==> src/rtl/imem_boot_loader.sv <==
// imem_boot_loader: streams host words into imem from addr 0, holds cpu in reset until loaded, flags halt on zero word (cycle counter only with IMEM_LOADER_CYCLE_CNT_EN)
module imem_boot_loader #(
    parameter int ADDR_W = 8,
    parameter int CNT_W = 32
) (
    input  logic              clk,
    input  logic              reset,
    input  logic              in_valid,
    output logic              in_ready,
    input  logic [31:0]       in_data,
    input  logic              in_last,
    output logic              imem_we,
    output logic [ADDR_W-1:0] imem_addr,
    output logic [31:0]       imem_wdata,
    output logic              cpu_reset,
    input  logic [31:0]       cpu_instruction,
    output logic [ADDR_W:0]   load_count,
    output logic              overflow,
    output logic              done
`ifdef IMEM_LOADER_CYCLE_CNT_EN
    ,
    output logic [CNT_W-1:0]  cycle_count
`endif
);
    localparam logic [1:0] LOAD = 2'd0, FLUSH = 2'd1, RUN = 2'd2, HALT = 2'd3;
    logic [1:0] state, state_n;
    logic [ADDR_W-1:0] wptr;
    logic accept, top, halt;
    always_comb begin
        in_ready = (state == LOAD) && !reset;
        accept = in_valid && in_ready;
        top = &wptr;
        halt = cpu_instruction == 32'h0;
        cpu_reset = (state == LOAD) || (state == FLUSH);
        state_n = (accept && (in_last || top)) ? FLUSH :
                  (state == FLUSH) ? RUN :
                  (state == RUN && halt) ? HALT : state;
    end
    // the pointer parks on the top address; the load ends on that word anyway
    always_ff @(posedge clk or posedge reset) begin
        if (reset) begin
            state <= LOAD;
            wptr <= '0;
            imem_we <= 1'b0;
            imem_addr <= '0;
            imem_wdata <= '0;
            load_count <= '0;
            overflow <= 1'b0;
            done <= 1'b0;
        end else begin
            state <= state_n;
            imem_we <= accept;
            if (accept) begin
                imem_addr <= wptr;
                imem_wdata <= in_data;
                load_count <= load_count + (ADDR_W+1)'(1);
                wptr <= top ? wptr : wptr + ADDR_W'(1);
                overflow <= overflow | (top && !in_last);
            end
            if (state == RUN && halt) done <= 1'b1;
        end
    end
`ifdef IMEM_LOADER_CYCLE_CNT_EN
    always_ff @(posedge clk or posedge reset) begin
        if (reset) cycle_count <= '0;
        else if (state == RUN && !halt && !(&cycle_count)) cycle_count <= cycle_count + CNT_W'(1);
    end
`else
    localparam int unused_cnt_w = CNT_W;
`endif
endmodule

==> config.mk <==
export PLATFORM = sky130hd
export DESIGN_NAME = imem_boot_loader
export DESIGN_NICKNAME = d
export VERILOG_FILES = /design/src/rtl/imem_boot_loader.sv
export SDC_FILE = /design/constraint.sdc
export NUM_CORES = 1
export LEC_CHECK = 0
export BUFFER_PORTS_ARGS = -buffer_cell sky130_fd_sc_hd__buf_2
export CAP_MARGIN = 20
export CORE_ASPECT_RATIO = 0.6
export CORE_MARGIN = 4
export CORE_UTILIZATION = 35
export DETAILED_ROUTE_END_ITERATION = 7
export GPL_TIMING_DRIVEN = 0
export PLACE_DENSITY = 0.66
export SYNTH_ARGS = -nofsm -noshare
export SYNTH_HDL_FRONTEND = slang
export SYNTH_SLANG_ARGS = --single-unit
==> constraint.sdc <==
create_clock -name clk -period 2 [get_ports clk]
set_clock_uncertainty 0.1 [all_clocks]
set_input_delay 0.4 -clock clk [delete_from_list [all_inputs] [get_ports clk]]
set_output_delay 0.4 -clock clk [all_outputs]
set_load 0.05 [all_outputs]
; Word-level counts from Yosys, hierarchy flattened
; Index checks and enable logic that the tools add are counted.
[word_totals]
word_cells = 31
reg_bits = 62
[op_classes]
n_addsub = 2
n_reduce_logical = 14
n_bitwise = 2
eq_ne = 2
n_mux = 3
[ops]
columns = cell, n
row1 = $logic_not 32->1, 1
row2 = $add 9x1->9 const B, 1
row3 = $add 8x1->8 const B, 1
row4 = $reduce_and 8->1, 1
row5 = $mux 2, 3
row6 = $logic_and 1x1->1, 5
row7 = $reduce_bool 3->1, 1
row8 = $eq 2x1->1 const B, 1
row9 = $eq 2x2->1 const B, 1
row10 = $logic_not 1->1, 2
row11 = $logic_not 2->1, 1
row12 = $logic_or 1x1->1, 2
row13 = $reduce_and 2->1, 1
row14 = $not 1->1, 1
row15 = $or 1x1->1, 1

; Longest topological paths before layout
; Gate-level depths: netlist of run 1.
[logic_depth]
ltp_word = 5
ltp_mapped = 6
depth_no_buf = 5

; Least setup slack after synthesis of run 1
; No wires, ideal clock.
[synth_path]
kind = reg2out
from = register state[0]
to = output in_ready
t_arrival_ns = 1.325
n_path_buf = 0
stages_incl_launch_ff = 3
setup_slack_ns = 0.175
path_cell_list = dfrtp_1 > or2_2 > nor2_1
[synth_via]
elab_chain_cells = 2
[synth_rtl]
columns = element, line_no
row1 = "start, declared", 26  ; logic [1:0] state, state_n;
row2 = "start signal, assigned", 51  ; state <= state_n;
row3 = $logic_not 2->1, 30  ; in_ready = (state == LOAD) && !reset;
row4 = $logic_and 1x1->1, 30
row5 = "end, declared", 9  ; output logic in_ready,
; Every way passes these cells.

; Final worst setup path of run 1
[layout_path]
from = register state[0]
to = register imem_wdata[2]
[layout_via]
elab_chain_cells = 3
[layout_rtl]
columns = element, line_no
row1 = $logic_not 2->1, 30
row2 = $logic_and 1x1->1, 30
row3 = $logic_and 1x1->1, 31  ; accept = in_valid && in_ready;
row4 = "end signal, assigned", 55  ; imem_wdata <= in_data;
row5 = "end, declared", 14  ; output logic [31:0] imem_wdata,
; Every way passes these cells.
; A chain may end at the register's enable or synchronous reset.

==> run summary, run 1 <==
==================================================================================
Top flip-flop cell by instance count after synthesis                       dfrtp_1
Critical Path Fanout Max                                                        10
Critical Path End Type                                                   flip-flop
Count of antenna diodes in the layout                                            0
Final routed wirelength across all metal layers                            5560 um
Gp weighted congestion                                                       0.736
Total track usage                                                            13.5%
I/O pins                                                                       122
Number of enable-type register cells in the synthesized netlist                  0
TritonCTS clock tree                                                          done
Final cycle utilization of the critical path                                 95.9%
Crit path cell chain                                                  or4b_1 > buf_6 > clkinv_8 > buf_6 > mux2_2
Initial cell density of the core                                             37.1%
Post-synthesis instance area                                             2540 um^2
Data required time of the critical path                                    2.11 ns
Reported max-cap violation count                                                 0
Die Height                                                                   74 um
Inserted Clock Buffers                                                           9
Signed area change from the synthesized netlist to the final layout          40.3%
Antenna-violating nets left                                                      0
Total gr overflow                                                                0
Worst reg2reg path startpoint                                             state[0]
Clock Root Buffer                                                        clkbuf_16
Number of placement rows                                                        23
Slowest stage cell on the critical path                                     or4b_1
Number of input and output port buffers inserted                               121
Count of nets after finishing                                                  383
Core area                                                                6850 um^2
Crit path launch type                                                    flip-flop
Finish-stage setup viols                                                         0
Critical Path Start                                                       state[0]
Residual DRC count                                                               0
WP data arrival                                                            2.02 ns
Count of pins over their slew limit                                              0
Synth top cells by count                                              dfrtp_1, mux2_2, nor2_1, xnor2_1, nand2_1
Buffers from clock root to sink, at most                                         2
Tightest Hold Check Type                                              input port to async pin
Gate count of the mapped netlist                                               180
Post-synth net total                                                           250
Final TNS setup                                                               0 ns
DRT Pass-1 Iters                                                                 4
Critical Path Max Stage Delay                                              0.54 ns
Peak supply drop                                                           1.01 mV
Area of the die                                                          8730 um^2
Actual transition at the worst max-transition pin                         0.547 ns
Initial antenna violation count                                                  0
Run status                                                            finished clean
Share of final-layout standard cells stronger than drive strength 1          60.4%
Top post-synthesis cells by area                                      dfrtp_1, mux2_2, xnor2_1, nor4_1, xor2_1
Number of DRC markers in iteration 0                                           106
Share of Yosys cell area claimed by the top area cell type                   61.1%
Most area-hungry cell type in the Yosys netlist                            dfrtp_1
Number of global-route vias before repair                                    1,854
Floorplan die width                                                         118 um
Worst path most repeated cell                                                buf_6
Cell with the most instances after synthesis                               dfrtp_1
Startpoint-to-endpoint class of the critical path                     flip-flop to flip-flop
Power per cell area                                                   1630 nW/um^2
Via-per-instance ratio                                                        4.62
Cell Count, Final, Fillers Out                                                 405
Crit path time final                                                       1.92 ns
Unrepaired setup endpoints after global routing                               true
Post-synth ARST share                                                         100%
Syn Area/Cell                                                            14.1 um^2
DP Cell Count                                                                  389
Wire length of the first global-routing pass                               9090 um
Yosys warning total                                                              0
Register clock-pin slew on the reported worst setup and hold paths         0.05 ns
Routed length per instance                                                 13.7 um
Number of clock sinks                                                           62
Vias                                                                         1,871
Insertion delay of the later-clocked pin in the worst-skew pair            0.33 ns
Netlist cell types                                                              28
Share of synthesized area occupied by flip-flops and latches                 61.1%
Htree depth                                                                      3
Flip-flop and latch count after synthesis                                       62
Slew HR                                                                      63.5%
Reported leakage power                                                  0.00183 uW
FMAX                                                                     0.521 GHz
Maximum number of pins on one net before global-route repair                    39
Final Hold Fails                                                                 0
DP Wirelength                                                              4140 um
==================================================================================
==> where the power goes <==
part           switching [uW]  internal, uW  leakage [uW]
combinational            1810           659      0.000917
sequential                257          1700      0.000774
clock                     531           859      0.000139
==> layout make-up <==
cell class,count,area [um^2]
flip-flops and latches,62,1550
clock buffers,11,243
clock inverters,5,25.0
fillers,592,3280
inverters,5,35.0
well taps,87,109
multi-input cells,108,917
repair buffers,122,626
plain buffers,5,60.1
==> kinds of logic after synthesis <==
logic type | count (synthesis) | synth area share, %
adder cells (fa/ha/maj) | 2 | 0.985
AO/OA/AOI/OAI | 6 | 2.12
AND/OR/NAND/NOR | 45 | 9.99
multiplexers | 41 | 18.2
buffers and inverters | 10 | 2.86
flip-flops | 62 | 61.1
XOR/XNOR | 14 | 4.83
==> repair_timing <==
action / CTS / global route
hold buffers: 0 / 0
endpoints found under the setup margin: 0 / 36
gates resized for setup: 0 / 5
setup buffers: 0 / 0
==> state kept, by name, indices dropped and copies added, names as in the netlist <==
name	cells
imem_we	1
imem_addr	8
imem_wdata	32
state	2
load_count	9
done	1
wptr	8
overflow	1
==> layer usage <==
layer | vias to the layer above | share of wire (%) | GRT usage (%)
met5 | - | 0 | 0
met4 | 0 | 1.4 | 5.45
met3 | 8 | 8.4 | 6.76
met2 | 73 | 42 | 19.2
met1 | 879 | 48 | 17.8
li1 | 911 | - | -
==> placed cells by master, fill, tap and decap left out, types with 2 or more instances in the layout <==
cell	netlist	routed
dfrtp_1	62	62
nand3_1	6	6
mux2_2	41	41
nor4_1	7	7
xor2_1	5	5
nand2_1	8	8
xnor2_1	9	9
a21o_1	2	2
buf_6	1	4
clkbuf_16	0	9
ha_1	2	2
nand4_1	5	5
inv_1	4	3
nor2_1	9	9
or2_2	2	2
buf_2	0	121
clkinv_2	0	5
==> worst paths after layout <==
kind,slack (ns),to,cells past startpoint
worst min register to register,0.37,done,1
worst max register to register,0.08,imem_wdata[2],5
max in group asynchronous,1.20,imem_addr[5],3
worst max-delay path,0.08,imem_wdata[2],5
worst min-delay path,0.04,load_count[0],2
min in group clk,0.21,imem_wdata[14],2
==> per-stage QoR <==
| step | setup WS (ns) | power, uW | area, um^2 | util [%] | hold WS [ns] |
|---|---|---|---|---|---|
| 4_1_cts | 0.0325 | 5900 | 3550 | 51.8 | 0.0418 |
| 2_1_floorplan | 0.175 | 3840 | 2540 | - | 0.373 |
| 3_3_place_gp | -0.0171 | 4430 | 3260 | 47.6 | 0.348 |
| 3_5_place_dp | -0.0299 | 4470 | 3280 | 47.9 | 0.357 |
| 6_report | 0.0814 | 5810 | 3570 | 52.1 | 0.0357 |
| 5_1_grt | 0.000151 | 6090 | 3570 | 52.1 | 0.0795 |
==> worst max-delay path, delay by kind of cell, from the launching register on <==
family                 cells  cell delay (ns)
buffers and inverters      3             0.40
flip-flops                 1             0.41
multiplexers               1             0.34
AND/OR/NAND/NOR            1             0.54
No activity file was read; power rests on OpenSTA's default activity.
==> run 2: changes to the inputs <==
--- a/config.mk
+++ b/config.mk
@@ -5,6 +5,7 @@
 export SDC_FILE = /design/constraint.sdc
 export NUM_CORES = 1
 export LEC_CHECK = 0
+export ABC_AREA = 1
 export BUFFER_PORTS_ARGS = -buffer_cell sky130_fd_sc_hd__buf_2
 export CAP_MARGIN = 20
 export CORE_ASPECT_RATIO = 0.6
@@ -12,7 +13,6 @@
 export CORE_UTILIZATION = 35
 export DETAILED_ROUTE_END_ITERATION = 7
 export GPL_TIMING_DRIVEN = 0
-export PLACE_DENSITY = 0.66
 export SYNTH_ARGS = -nofsm -noshare
 export SYNTH_HDL_FRONTEND = slang
 export SYNTH_SLANG_ARGS = --single-unit
==> run 2 against run 1 <==
Net effect: worst setup slack improved by 0.11 ns; highest routed layer unchanged; synthesized cell count rose by 76%; cell area increased by 6.3%; non-clock buffer count rose by 6; power is 53% lower; count of clock-buffer cells in the layout did not move; critical endpoint is now in_ready; worst hold slack improved by 0.025 ns; combinational power down 96%.
==> run summary, run 2 <==
==================================================================================
Post-synth net total                                                           387   +55%
Power per cell area                                                    723 nW/um^2   -56%
Post-synthesis instance area                                             2730 um^2   +7.2%
Unrepaired setup endpoints after global routing                              false
Reported max-cap violation count                                                 0   unchanged
Multiplexer area fraction after synthesis                                       0%   -18 points
Die Height                                                                 76.4 um   +3.2%
Flip-flop and latch count after synthesis                                       62   unchanged
Initial cell density of the core                                             36.7%   -0.36 points
CTS-repair resized insts                                                         0   unchanged
Simple-gate portion of the synthesized area                                  28.8%   +19 points
Capturing element of the worst setup path                                 in_ready
Endpoint of the worst-slack reg-to-reg timing path                    imem_wdata[31]
Vias                                                                         2,369   +27%
Gate count of the mapped netlist                                               317   +76%
Length of routed met2 wiring                                               2660 um   +14%
Share of synthesized area occupied by flip-flops and latches                 56.9%   -4.1 points
Crit path cell chain                                                  nor2_2 > nand2_4 > inv_1 > buf_2
I/O pins                                                                       122   unchanged
Critical Path End Type                                                  output pin
Syn Area/Cell                                                            8.60 um^2   -39%
Top post-synthesis cells by area                                      dfrtp_1, nand2_1, nor2_1, xor2_1, buf_6
Cell with the most instances after synthesis                               nand2_1
Final Hold Fails                                                                 0   unchanged
Via-per-instance ratio                                                        4.25   -8.1%
Number of input and output port buffers inserted                               121   unchanged
FMAX                                                                     0.553 GHz   +6.1%
Number of DRC markers in iteration 0                                           114   +7.5%
Share of final-layout standard cells stronger than drive strength 1          35.7%   -25 points
Gp weighted congestion                                                       0.770   +4.6%
Crit path launch type                                                    flip-flop
Post-synth ARST share                                                         100%   unchanged
Routed length per instance                                                 12.1 um   -12%
DRT Pass-1 Iters                                                                 4   unchanged
DP Wirelength                                                              4970 um   +20%
Count of antenna diodes in the layout                                            0   unchanged
Top library cells by usage in the layout, fill and taps aside         nand2_1, buf_2, dfrtp_1
Count of pins over their slew limit                                              0   unchanged
Netlist cell types                                                              22   -21%
Synth top cells by count                                              nand2_1, dfrtp_1, nor2_1, inv_1, xor2_1
Critical Path Start                                                       state[1]
Actual transition at the worst max-transition pin                         0.619 ns   +0.0723 ns
Data required time of the critical path                                    1.50 ns   -0.61 ns
Core area                                                                7420 um^2   +8.3%
Initial antenna violation count                                                  0   unchanged
Top flip-flop cell by instance count after synthesis                       dfrtp_1
Crit path time final                                                       1.81 ns   -0.111 ns
Worst reg2reg setup slack                                                  0.46 ns   +0.38 ns
Synth Area in Compound Gates                                                 1.93%   -0.19 points
Finish-stage setup viols                                                         0   unchanged
Commonest non-fill, non-tap cell in the layout                             nand2_1
Met1 WL                                                                    3400 um   +27%
Share of Yosys cell area claimed by the top area cell type                   56.9%   -4.1 points
Largest family of logic cells by synthesized area                     simple AND/OR/NAND/NOR gates
Residual DRC count                                                               0   unchanged
Yosys warning total                                                              0   unchanged
Number of placement rows                                                        24   +4.3%
Biggest registers after layout                                        imem_wdata (32), load_count (9)
Count of nets after finishing                                                  522   +36%
Final cycle utilization of the critical path                                 90.4%   -5.6 points
Inserted Clock Buffers                                                           9   unchanged
Number of clock sinks                                                           62   unchanged
Post-Synth XOR/XNOR Area                                                     4.50%   -0.33 points
Number of flip-flops in the largest register                                    32   unchanged
Signed area change from the synthesized netlist to the final layout          39.1%
Wire length of the first global-routing pass                             11,100 um   +22%
Area of the die                                                          9310 um^2   +6.6%
Startpoint-to-endpoint class of the critical path                     flip-flop to output pin
Met3 WL post-DR                                                             626 um   +33%
Slew HR                                                                      58.5%   -5.0 points
Total track usage                                                            15.3%   +1.8 points
Critical Path Fanout Max                                                         4   -6
Total power draw                                                           2740 uW   -53%
Most area-hungry cell type in the Yosys netlist                            dfrtp_1
Post-place setup slack                                                   -0.320 ns   -0.291 ns
Buffers from clock root to sink, at most                                         2   unchanged
Run status                                                            finished clean
Worst reg2reg path startpoint                                             state[1]
Most flops, register                                                    imem_wdata
WP data arrival                                                            1.31 ns   -0.71 ns
Top layer in use                                                              met4
Slowest stage cell on the critical path                                    dfrtp_1
Number of cell instances on the worst register-to-register path                  8   +3
Antenna-violating nets left                                                      0   unchanged
Number of enable-type register cells in the synthesized netlist                  0   unchanged
Clock Root Buffer                                                        clkbuf_16
Adder-cell share of the synthesized area                                    0.918%   -0.066 points
Critical Path Max Stage Delay                                              0.41 ns   -0.13 ns
Peak supply drop                                                          0.353 mV   -65%
TritonCTS clock tree                                                          done
Reported leakage power                                                  0.00227 uW   +24%
Insertion delay of the later-clocked pin in the worst-skew pair            0.32 ns   about the same
Total gr overflow                                                                0   unchanged
Final worst setup slack                                                   0.192 ns   +0.111 ns
Htree depth                                                                      3   unchanged
Register clock-pin slew on the reported worst setup and hold paths         0.05 ns   about the same
Number of global-route vias before repair                                    2,296   +24%
Maximum number of pins on one net before global-route repair                    40   +2.6%
Tightest Hold Check Type                                              input port to async pin
Floorplan die width                                                         122 um   +3.3%
Final routed wirelength across all metal layers                            6740 um   +21%
==================================================================================
## run 2: cell types whose count changed in the layout (fill, tap and decap cells not counted), moves of 5 or more
cell	delta
xnor2_1	-7
o21ai_0	+5
buf_6	+5
xor2_1	+7
mux2_2	-41
inv_1	+16
nor4_1	-7
nor2_1	+20
nand2_1	+140
## run 2: timing repair
| item | 4_1_cts | 5_1_grt |
|---|---|---|
| hold buffers | 0 | 0 |
| buffers inserted | 1 | 0 |
| endpoints found under the setup margin | 1 | 0 |
## run 2: metal layers
metal	GRT usage, %	up-vias
li1	-	1225
met1	22.0	1056
met2	20.1	78
met3	8.23	10
met4	3.36	0
met5	0	-
## run 2: report_power, final
part	internal, uW	switching [uW]
registers	1260	0.000000838
clock network	877	498
logic	56.4	52.5
## run 2: cell type report
cell class / count / area [um^2]
tap: 104 / 130
buffer: 10 / 109
clock buffer: 11 / 253
multi-input combinational: 223 / 1010
clock inverter: 2 / 10.0
fill: 757 / 3630
timing repair buffer: 123 / 633
timing repair inverter: 1 / 5.00
inverter: 22 / 88.8
sequential: 62 / 1550
## run 2: cells by family (layout without fill, tap and decap cells)
group / count (synthesis) / count (layout)
buf+inv: 32 / 169
flops: 62 / 62
xor+xnor: 14 / 14
fa+ha+maj: 2 / 2
compound gates: 10 / 10
simple gates: 197 / 197
## run 2: worst max-delay path, delay by kind of cell, from the launching register on
kind / cells / cell delay (ns)
flip-flops: 1 / 0.41
buffers and inverters: 2 / 0.31
AND/OR/NAND/NOR: 2 / 0.26
## run 2: stage by stage
step	instances	hold slack [ns]	utilization (%)	area, um^2	TNS, ns
global route	558	0.0791	51.1	3790	0
global placement	542	0.348	47.1	3490	-50.84
detailed placement	543	0.353	47.4	3510	-15.28
floorplan	317	0.363	-	2760	-11.64
CTS	558	0.0681	51.1	3790	0
finish	558	0.0603	51.1	3790	0
## run 2: how the worst min path moves through the flow
| stage | startpoint | end | slack, ns |
|---|---|---|---|
| final | reset | imem_wdata[18] | 0.06 |
| after global routing | reset | imem_wdata[30] | 0.08 |
| after CTS | reset | imem_wdata[2] | 0.07 |
| after detailed placement | imem_wdata[4] | imem_wdata[4] | 0.35 |
| after global placement | imem_addr[5] | imem_addr[5] | 0.35 |
| after floorplan | wptr[6] | wptr[6] | 0.36 |
==> run 3: changes to the inputs <==
==> constraint.sdc (replaced) <==
create_clock -name clk -period 1.7 [get_ports clk]
set_clock_uncertainty 0.1 [all_clocks]
set_input_delay 0.34 -clock clk [delete_from_list [all_inputs] [get_ports clk]]
set_output_delay 0.34 -clock clk [all_outputs]
set_load 0.05 [all_outputs]
==> run 3 against run 2 <==
Net effect: count of clock-buffer cells in the layout unchanged; critical path depth unchanged; global-route usage did not move; die area is the same; power is 18% higher; core utilization increased by 0.15 points; routed wire length is essentially flat; register-to-register slack got worse by 0.29 ns; critical endpoint unchanged; largest cell class unchanged; largest power group unchanged; highest routed layer unchanged.
==> run summary, run 3 (synthesis gave the netlist of run 2 again) <==
==================================================================================
Run status                                                            finished clean
Count of pins over their slew limit                                              0   unchanged
Die Height                                                                 76.4 um   unchanged
Actual transition at the worst max-transition pin                         0.619 ns   unchanged
Initial antenna violation count                                                  0   unchanged
Routed length per instance                                                 12.1 um   about the same
Htree depth                                                                      3   unchanged
DP Cell Count                                                                  543   unchanged
Signed area change from the synthesized netlist to the final layout          39.5%
Post-place setup slack                                                   -0.558 ns   -0.238 ns
Number of clock sinks                                                           62   unchanged
Number of flip-flops in the largest register                                    32   unchanged
Startpoint-to-endpoint class of the critical path                     flip-flop to output pin
Total track usage                                                            15.3%   unchanged
Data required time of the critical path                                    1.26 ns   -0.24 ns
DRT Pass-1 Iters                                                                 4   unchanged
Commonest non-fill, non-tap cell in the layout                             nand2_1
FMAX                                                                     0.610 GHz
Cell Count, Final, Fillers Out                                                 558   unchanged
Crit path launch type                                                    flip-flop
Top library cells by usage in the layout, fill and taps aside         nand2_1, buf_2, dfrtp_1
Worst reg2reg setup slack                                                  0.17 ns   -0.29 ns
Biggest registers after layout                                        imem_wdata (32), load_count (9)
Share of final-layout standard cells stronger than drive strength 1          35.7%   unchanged
Endpoint of the worst-slack reg-to-reg timing path                         wptr[3]
Clock Root Buffer                                                        clkbuf_16
Reported leakage power                                                  0.00227 uW   about the same
Total gr overflow                                                                0   unchanged
Critical Path Fanout Max                                                         4   unchanged
Initial cell density of the core                                             36.7%   unchanged
Min Hold Slack                                                         0.000270 ns   -0.0600 ns
Number of cell instances on the worst register-to-register path                  8   unchanged
Count of nets after finishing                                                  522   unchanged
Insertion delay of the later-clocked pin in the worst-skew pair            0.32 ns   about the same
I/O pins                                                                       122   unchanged
Unrepaired setup endpoints after global routing                              false
Area of the die                                                          9310 um^2   unchanged
Vias                                                                         2,372   +0.13%
Peak supply drop                                                          0.415 mV   +18%
CTS hold repair buffers                                                          0   unchanged
Core area                                                                7420 um^2   unchanged
Tightest Hold Check Type                                              input port to async pin
Count of antenna diodes in the layout                                            0   unchanged
TritonCTS clock tree                                                          done
Buffers from clock root to sink, at most                                         2   unchanged
Crit path time final                                                       1.64 ns
Final cycle utilization of the critical path                                 96.5%
Reported max-cap violation count                                                 0   unchanged
Floorplan die width                                                         122 um   unchanged
Via-per-instance ratio                                                        4.25   +0.13%
Number of global-route vias before repair                                    2,296   unchanged
Residual DRC count                                                               0   unchanged
DP Wirelength                                                              4970 um   unchanged
Gp weighted congestion                                                       0.770   unchanged
Power per cell area                                                    848 nW/um^2   +17%
Register clock-pin slew on the reported worst setup and hold paths         0.05 ns   about the same
Number of DRC markers in iteration 0                                           114   unchanged
Inserted Clock Buffers                                                           9   unchanged
Most flops, register                                                    imem_wdata
WP data arrival                                                            1.20 ns   -0.11 ns
Antenna-violating nets left                                                      0   unchanged
Final worst setup slack                                                  0.0599 ns   -0.133 ns
Number of input and output port buffers inserted                               121   unchanged
Slew HR                                                                      58.5%   unchanged
Critical Path End Type                                                  output pin
Final Hold Fails                                                                 0   unchanged
Wire length of the first global-routing pass                             11,100 um   unchanged
Maximum number of pins on one net before global-route repair                    40   unchanged
Number of placement rows                                                        24   unchanged
Finish-stage setup viols                                                         0   unchanged
Final routed wirelength across all metal layers                            6740 um   about the same
Worst reg2reg path startpoint                                              wptr[0]
==================================================================================
-- run 3: cell counts in the layout (fill, tap and decap cells not counted) --
Identical to the previous run, type by type.
-- run 3: final cells by class --
cell class	instances	area [um^2]
Fill cell	755	3620
Sequential cell	62	1550
Multi-Input combinational cell	223	1010
Timing Repair Buffer	123	639
Clock buffer	11	253
Tap cell	104	130
Buffer	10	109
Inverter	22	88.8
Clock inverter	2	10.0
Timing Repair inverter	1	5.00
-- run 3: worst max-delay path by stage --
stage / from / to / slack, ns / depth (start not counted)
floorplan: reset / in_ready / -0.49 / 3
detailed placement: reset / imem_wdata[31] / -0.56 / 10
CTS: state[1] / in_ready / 0.02 / 4
global route: state[1] / in_ready / 0.006 / 4
finish: state[1] / in_ready / 0.06 / 4
global placement: reset / imem_wdata[6] / -1.14 / 9
-- run 3: report_power, final --
group	switching, uW	internal (uW)
clock	586	1030
sequential	0.00000129	1480
combinational	61.7	66.3
-- run 3: per-stage QoR --
step | setup TNS (ns) | instance area, um^2 | power [uW] | utilization, %
detailed placement | -29.86 | 3510 | 1630 | 47.4
finish | 0 | 3800 | 3230 | 51.2
global route | 0 | 3800 | 3380 | 51.2
floorplan | -26.22 | 2760 | 1540 | -
global placement | -65.42 | 3490 | 1620 | 47.1
CTS | 0 | 3800 | 3270 | 51.2
-- run 3: critical path, stage by stage, from the launching register on --
cell	delay, ns
dfrtp_1	0.43
nor2_4	0.13
nand2_4	0.08
inv_1	0.08
buf_6	0.15
-- run 3: layer usage --
| metal | global-route usage [%] | wire (um) | vias up |
|---|---|---|---|
| met4 | 3.36 | 60 | 0 |
| met2 | 20.1 | 2650 | 78 |
| met1 | 22.0 | 3400 | 1059 |
| met5 | 0 | 0 | - |
| met3 | 8.23 | 626 | 10 |
| li1 | - | - | 1225 |
-- run 3: repair_timing --
item / 4_1_cts / 5_1_grt
buffers inserted: 1 / 0
endpoints found under the setup margin: 59 / 1
gates cloned: 1 / 0
resized for setup: 2 / 1
pin swaps: 0 / 0
